===== config.mk =====
export PLATFORM = sky130hd
export DESIGN_NAME = branch_flush_ctrl
export DESIGN_NICKNAME = d
export VERILOG_FILES = /design/src/rtl/branch_flush_ctrl.sv
export SDC_FILE = /design/constraint.sdc
export NUM_CORES = 1
export LEC_CHECK = 0
export ABC_AREA = 1
export ABC_CLOCK_PERIOD_IN_PS = 2300
export CAP_MARGIN = 20
export CELL_PAD_IN_SITES_DETAIL_PLACEMENT = 1
export CELL_PAD_IN_SITES_GLOBAL_PLACEMENT = 1
export CORE_ASPECT_RATIO = 1.1
export CORE_UTILIZATION = 27
export CTS_BUF_LIST = sky130_fd_sc_hd__clkbuf_16
export CTS_CLUSTER_SIZE = 24
export DETAILED_ROUTE_END_ITERATION = 10
export GPL_TIMING_DRIVEN = 0
export PLACE_DENSITY_LB_ADDON = 0.1
export SYNTH_ARGS = -nofsm -noshare
export SYNTH_HDL_FRONTEND = slang
export SYNTH_SLANG_ARGS = --single-unit

===== constraint.sdc =====
create_clock -name clk -period 2.3 [get_ports clk]
set_clock_uncertainty 0.2 [all_clocks]
set_input_delay 0.23 -clock clk [delete_from_list [all_inputs] [get_ports clk]]
set_output_delay 0.23 -clock clk [all_outputs]
set_load 0.1 [all_outputs]

===== src/rtl/branch_flush_ctrl.sv =====
// Branch mispredict flush controller for a 4-wide execute stage.
// Picks the oldest mispredicting slot (slot 1 oldest), squashes younger slots
// in the same bundle, redirects fetch, then runs a timed FLUSH/REFILL sequence.
// It also keeps a saturating count of accepted mispredicts.
// Ports:
//   clk, rst                 clock, asynchronous active-high reset
//   ex_valid                 execute bundle valid
//   bne1..bne4               per-slot mispredict flags
//   tgt1..tgt4               per-slot branch targets
//   kill_mask                combinational squash mask (bit i-1 = slot i)
//   redirect_valid           one-cycle fetch redirect pulse
//   redirect_pc              registered redirect target
//   flush_front, stall_fetch front-end flush / fetch stall
//   busy                     controller not idle
//   mispredict_cnt           saturating accepted-mispredict count
module branch_flush_ctrl #(
  parameter int unsigned ADDR_W       = 32,
  parameter int unsigned FLUSH_CYCLES = 2,
  parameter int unsigned CNT_W        = 16
) (
  input  logic              clk,
  input  logic              rst,
  input  logic              ex_valid,
  input  logic              bne1,
  input  logic              bne2,
  input  logic              bne3,
  input  logic              bne4,
  input  logic [ADDR_W-1:0] tgt1,
  input  logic [ADDR_W-1:0] tgt2,
  input  logic [ADDR_W-1:0] tgt3,
  input  logic [ADDR_W-1:0] tgt4,
  output logic [3:0]        kill_mask,
  output logic              redirect_valid,
  output logic [ADDR_W-1:0] redirect_pc,
  output logic              flush_front,
  output logic              stall_fetch,
  output logic              busy,
  output logic [CNT_W-1:0]  mispredict_cnt
);

  localparam int unsigned DC_W = 4;

  typedef enum logic [1:0] {
    IDLE   = 2'd0,
    FLUSH  = 2'd1,
    REFILL = 2'd2
  } state_t;

  state_t            state_q;
  logic [DC_W-1:0]   dcnt_q;
  logic [ADDR_W-1:0] redirect_pc_q;
  logic              redirect_valid_q;
  logic              flush_front_q;
  logic              stall_fetch_q;
  logic              busy_q;
  logic [CNT_W-1:0]  cnt_q;

  logic              trigger;
  logic [3:0]        win_kill;
  logic [ADDR_W-1:0] win_tgt;

  // Oldest-slot priority select; younger flags are don't-care once a winner exists.
  always_comb begin
    win_kill = 4'b0000;
    win_tgt  = tgt1;
    if (bne1) begin
      win_kill = 4'b1110;
      win_tgt  = tgt1;
    end else if (bne2) begin
      win_kill = 4'b1100;
      win_tgt  = tgt2;
    end else if (bne3) begin
      win_kill = 4'b1000;
      win_tgt  = tgt3;
    end else if (bne4) begin
      win_kill = 4'b0000;
      win_tgt  = tgt4;
    end
  end

  // Gated by rst so every output reads 0 while reset is held.
  assign trigger   = ~rst & ex_valid & (state_q == IDLE) & (bne1 | bne2 | bne3 | bne4);
  assign kill_mask = trigger ? win_kill : 4'b0000;

  // Sequencer: outputs are registered alongside the state they belong to.
  always_ff @(posedge clk or posedge rst) begin
    if (rst) begin
      state_q          <= IDLE;
      dcnt_q           <= '0;
      redirect_pc_q    <= '0;
      redirect_valid_q <= 1'b0;
      flush_front_q    <= 1'b0;
      stall_fetch_q    <= 1'b0;
      busy_q           <= 1'b0;
      cnt_q            <= '0;
    end else begin
      redirect_valid_q <= 1'b0;
      case (state_q)
        IDLE: begin
          if (trigger) begin
            state_q          <= FLUSH;
            redirect_pc_q    <= win_tgt;
            dcnt_q           <= DC_W'(FLUSH_CYCLES - 1);
            redirect_valid_q <= 1'b1;
            flush_front_q    <= 1'b1;
            stall_fetch_q    <= 1'b1;
            busy_q           <= 1'b1;
            if (cnt_q != '1) begin
              cnt_q <= cnt_q + CNT_W'(1);
            end
          end
        end
        FLUSH: begin
          if (dcnt_q == '0) begin
            state_q       <= REFILL;
            flush_front_q <= 1'b0;
            stall_fetch_q <= 1'b0;
          end else begin
            dcnt_q <= dcnt_q - DC_W'(1);
          end
        end
        REFILL: begin
          state_q <= IDLE;
          busy_q  <= 1'b0;
        end
        default: begin
          state_q       <= IDLE;
          flush_front_q <= 1'b0;
          stall_fetch_q <= 1'b0;
          busy_q        <= 1'b0;
        end
      endcase
    end
  end

  assign redirect_valid = redirect_valid_q;
  assign redirect_pc    = redirect_pc_q;
  assign flush_front    = flush_front_q;
  assign stall_fetch    = stall_fetch_q;
  assign busy           = busy_q;
  assign mispredict_cnt = cnt_q;

endmodule


# [Word level (Yosys, flattened, before mapping)]
# Index checks and enable logic that the tools add are counted.
[totals] in_bits=135 regBits=57 word_cells=53 rom_bits=0 ramBits=0 memories=0 latchBits=0 output_inout_bits=56
[classes] n_shift=0 n_mux=20 bitwise_logic=9 magnitude_cmp=0 n_mul=0 n_div=0 eq_ne=6 n_reduce_logical=9 add_sub_neg=2
[op_table] operator="32-bit 2-to-1 mux" n=4
[op_table] operator="4-bit 2-to-1 mux" n=6
[op_table] operator="16-bit by 1-bit adder with 16-bit output (second input constant)" n=1
[op_table] operator="16-bit != test (second input constant)" n=1
[op_table] operator="3-bit AND reduction" n=3
[op_table] operator="4-bit case mux with 2 select lines" n=1
[op_table] operator="2-bit != test (second input constant)" n=3
[op_table] operator="2-bit AND reduction" n=3
[op_table] operator="4-bit logical NOT" n=1
[op_table] operator="1-bit 2-to-1 mux" n=4
[op_table] operator="2-bit 2-to-1 mux" n=2
[op_table] operator="2-bit case mux with 2 select lines" n=1
[op_table] operator="4-bit by 1-bit subtractor with 4-bit output (second input constant)" n=1
[op_table] operator="1-bit AND" n=3
[op_table] operator="1-bit NOT" n=3
[op_table] operator="1-bit bitwise OR" n=3
[op_table] operator="1-bit case mux with 3 select lines" n=1
[op_table] operator="2-bit by 1-bit == test with 1-bit output (second input constant)" n=1
[op_table] operator="2-bit == test (second input constant)" n=1
[op_table] operator="2-bit logical NOT" n=1
[op_table] operator="1-bit case mux with 2 select lines" n=1
[op_table] operator="2-bit nonzero test" n=1

# [Depth between registers and ports, before layout]
# Gate-level depths: netlist of the first run.
[depth] depth_word=6 depth_mapped=10 ltp_nobuf=9

# [Least setup slack after synthesis of the first run]
# Ideal clock, no wire load.
[synth_timing] path_type="input -> output" start="input port rst" end="output port kill_mask[1]" path_stages=6 arrival_time_ps=2825 path_slack_ps=-955 n_path_buf=1 path_cell_list="inv_2 -> nand2_1 -> nor3_1 -> nand2_4 -> buf_2 -> nor2_1"
[synth_between] elab_chain_cells=5
[synth_rtl] element="start, declared" line="22" source="input logic rst,"
[synth_rtl] element="1-bit NOT" line="82" source="assign trigger = ~rst & ex_valid & (state_q == IDLE) & (bne1 | bne2 | bne3 | bne4);"
[synth_rtl] element="1-bit AND (3 in series)" line="82"
[synth_rtl] element="4-bit 2-to-1 mux" line="83" source="assign kill_mask = trigger ? win_kill : 4'b0000;"
[synth_rtl] element="end, declared" line="32" source="output logic [3:0] kill_mask,"
# Every way passes these cells.

# [Worst setup path in the final report of the first run]
[layout_timing] start="register redirect_pc_q[9] (netlist: redirect_pc[9])" end="output port redirect_pc[9]"
[layout_lines] element="start, declared" line="51" source="logic [ADDR_W-1:0] redirect_pc_q;"
[layout_lines] element="start signal, assigned" line="102" source="redirect_pc_q <= win_tgt;"
[layout_lines] element="end, declared" line="34" source="output logic [ADDR_W-1:0] redirect_pc,"
# No word-level cell between the ends.

==> results.py, run 1 <==
metrics = {
    "outcome": {
        "status": "complete, no violations",
    },
    "worst_setup_path": {
        "crit_buf_inv": 1,
        "cp_cell_sequence": "clkdlybuf4s50_1",
        "worstRegToRegCells": 7,
        "path_delay_family": "buffers and inverters",
        "r2r-end": "redirect_pc[10]",
        "path_class": "flop to output pin",
        "crit_fanout": 2,
        "timing.rr.start": "state_q[1]",
        "arrival_ns": 1.84,
        "end_kind": "output pin",
        "required_ns": 1.87,
        "rrSetupSlack_ns": 0.47,
        "timing.critical_path.from_type": "flop",
        "max_stage_delay_ns": 1.14,
        "slowest_stage": "clkdlybuf4s50_1",
    },
    "logic_synthesis": {
        "yosysSeqAreaShare_pct": 37.7,
        "synthAdderAreaFrac_pct": 0.661,
        "synth_cell_types": 29,
        "synth-main-ff-cell": "dfrtp_1",
        "yosys-mux-area-fraction_pct": 0,
        "syn_area_per_cell_um2": 6.58,
        "synth_compound_area_share_pct": 11.8,
        "syn-num-nets": 712,
        "syn_area_mm2": 0.00378,
        "synth-xor-area-share_pct": 1.62,
        "synth_edf_count": 0,
        "synth_top_family_by_area": "simple AND/OR/NAND/NOR gates",
        "postSynthCellCount": 575,
        "synth_seq_cells": 57,
        "yosys.area_share.simple_pct": 41.2,
        "synthesis.yosys.warnings": 0,
        "async_flop_share_pct": 100,
    },
    "worst_hold_path": {
        "whs_path_depth": 5,
        "min_from": "bne3",
        "holdPathEnd": "redirect_pc[6]",
        "hold_path.class": "primary input to flop",
    },
    "power_and_ir_drop": {
        "pwr_density_cell_mw_per_mm2": 1210,
        "p_total_mw": 7.57,
        "leakage_nw": 2.94,
        "ir_drop_mv": 0.963,
    },
    "grt": {
        "grt_pass1_wl_um": 25600,
        "grt_max_degree": 30,
        "antenna_found_initial": 0,
        "overflow": 0,
        "grt_pass1_vias": 4957,
        "grt_usage_pct": 23.3,
    },
    "route": {
        "wl_per_cell_um": 16.8,
        "vias": 4652,
        "drc": 0,
        "drt-initial-drc-count": 210,
        "via_per_inst": 4.79,
        "ant_nets": 0,
        "wl_um": 16300,
        "first_pass_iters": 4,
    },
    "floorplanning": {
        "rows": 45,
        "ioPinCount": 191,
        "start_util_pct": 27.5,
        "core_area_mm2": 0.0137,
        "die_h_um": 126,
        "fp.dieW_um": 115,
        "die_area_mm2": 0.0145,
    },
    "clock_tree": {
        "h-tree-depth": 3,
        "clkLatencyLatePin_ns": 0.33,
        "clock_path_buffers": 2,
        "clk_pin_slew_ns": 0.05,
        "cts_tree": "done",
        "cts_buffers": 9,
        "cts-root-buf": "clkbuf_16",
        "cts_sinks": 57,
    },
    "layout": {
        "final_area_mm2": 0.00628,
        "drive_above_1_share_pct": 8.55,
        "area_growth_pct": 65.9,
        "layout.nets": 916,
        "diodes": 0,
        "final_util_pct": 45.7,
    },
    "placement": {
        "dpl_cell_area_mm2": 0.00593,
        "io_buffers": 188,
        "pre_cts_slack_ns": -1.68,
        "place_congestion": 0.836,
        "hpwlAfterDp_um": 12400,
    },
    "sta": {
        "fin_crit_ns": 2.27,
        "setup_violations": 0,
        "slew_headroom_pct": 31.5,
        "rsz0062_at_grt": "no",
        "timing.hold.ws_ns": 0.201,
        "slew_viol_final": 0,
        "fmax_mhz": 441,
        "period_share_pct": 98.7,
        "worst_slack_ns": 0.0309,
        "finalHoldViolations": 0,
        "tightest_slew_ns": 1.03,
    },
    "job": {
        "cap_violations": 0,
    },
}
[where the power goes]
part | switching (mW) | internal (mW) | leakage [nW]
clock network | 0.496 | 0.714 | 0.124
registers | 0.268 | 1.40 | 0.704
logic | 3.57 | 1.12 | 2.11
[metal layers]
layer | vias up | track usage, % | share of wire (%)
li1 | 2269 | - | -
met1 | 2214 | 27.3 | 43
met2 | 149 | 41.0 | 49
met3 | 20 | 6.45 | 6.7
met4 | 0 | 7.18 | 1.7
met5 | - | 0 | 0
[Yosys cell counts, types with 2 or more instances]
library cell	count	area share [%]
xnor2_1	3	0.69
a21oi_1	22	2.9
nor2_4	2	0.60
inv_1	18	1.8
ha_1	2	0.66
nand2_1	237	24
buf_2	8	1.1
nor3_1	3	0.40
nor2_2	2	0.33
or2_2	11	1.8
o21ai_1	5	0.66
nand4_1	5	0.83
o21ai_0	8	1.1
nand3_1	49	6.5
buf_4	8	1.6
nor2_1	66	6.5
dfrtp_1	57	38
inv_2	5	0.50
o211ai_1	26	5.2
xor2_1	4	0.93
clkbuf_1	15	1.5
o22ai_1	12	2.0
[worst max path at each step]
stage	from	to	slack, ns	depth (start not counted)
after floorplan	rst	kill_mask[1]	0.06	6
after global placement	rst	kill_mask[3]	-1.68	8
after detailed placement	rst	kill_mask[3]	-1.68	8
after CTS	redirect_pc[7]	redirect_pc[7]	0.0007	1
after global routing	redirect_pc[13]	redirect_pc[13]	0.001	1
final	redirect_pc[9]	redirect_pc[9]	0.03	1
[logic make-up (layout without fill, tap and decap cells)]
| family | count (synthesis) | in the layout |
|---|---|---|
| simple gates | 378 | 378 |
| flops | 57 | 57 |
| compound gates | 73 | 73 |
| fa+ha+maj | 2 | 2 |
| buf+inv | 57 | 266 |
| xor+xnor | 7 | 7 |
| other cells | 1 | 1 |
[placed cells by master (no fill, tap or decap), drive strengths merged, types with 5 or more instances in the layout]
cell	n
o21ai	13
nand3	49
o211ai	26
inv	25
nand2	239
nand4	5
clkdlybuf4s50	155
dlygate4sd2	20
a21oi	22
clkbuf	23
dlymetal6s2s	10
buf	23
or2	11
o22ai	12
dfrtp	57
nor2	70
[state kept, by name (all words and copies together) (netlist names)]
| register | count |
|---|---|
| busy | 1 |
| dcnt_q | 4 |
| mispredict_cnt | 16 |
| redirect_pc | 32 |
| redirect_valid | 1 |
| stall_fetch | 1 |
| state_q | 2 |
[worst reg2reg max path, cell delays in order (launching register included)]
cell and delay [ns]:
dfrtp_1 0.42, nor3_2 0.28, nand2_4 0.16, buf_4 0.20
inv_2 0.11, buf_4 0.21, o21ai_0 0.13, nand2_1 0.08
[layout make-up]
type / instances / area [µm²]
timing repair inverter: 2 / 17.5
buffer: 31 / 163
clock buffer: 9 / 225
timing repair buffer: 193 / 1930
fill: 1780 / 7460
multi-input combinational: 461 / 2130
tap: 188 / 235
clock inverter: 7 / 38.8
sequential: 57 / 1430
inverter: 24 / 116
[stage by stage]
stage / setup TNS, ns / cells
after global placement: -29.76 / 951
after detailed placement: -30.14 / 951
after global routing: 0 / 972
after CTS: 0 / 973
after floorplan: 0 / 575
final: 0 / 972
[repair_timing]
item                                   in CTS  in global routing
hold buffers                                2                  0
endpoints found under the hold margin      23                  0
setup endpoints to repair                  77                 12
pin swaps                                   1                  0
buffers inserted                            3                  0
cloned                                      2                  0
resized for setup                          47                 11
Power figures use the tool's default switching activity.
==> run 2, diff against run 1 <==
--- a/config.mk
+++ b/config.mk
@@ -13,6 +13,7 @@
 export CORE_ASPECT_RATIO = 1.1
 export CORE_UTILIZATION = 27
 export CTS_BUF_LIST = sky130_fd_sc_hd__clkbuf_16
+export CTS_CLUSTER_DIAMETER = 200
 export CTS_CLUSTER_SIZE = 24
 export DETAILED_ROUTE_END_ITERATION = 10
 export GPL_TIMING_DRIVEN = 0
==> results of run 2 <==
Same layout as run 1: the final DEF is identical, and so are final timing and power.
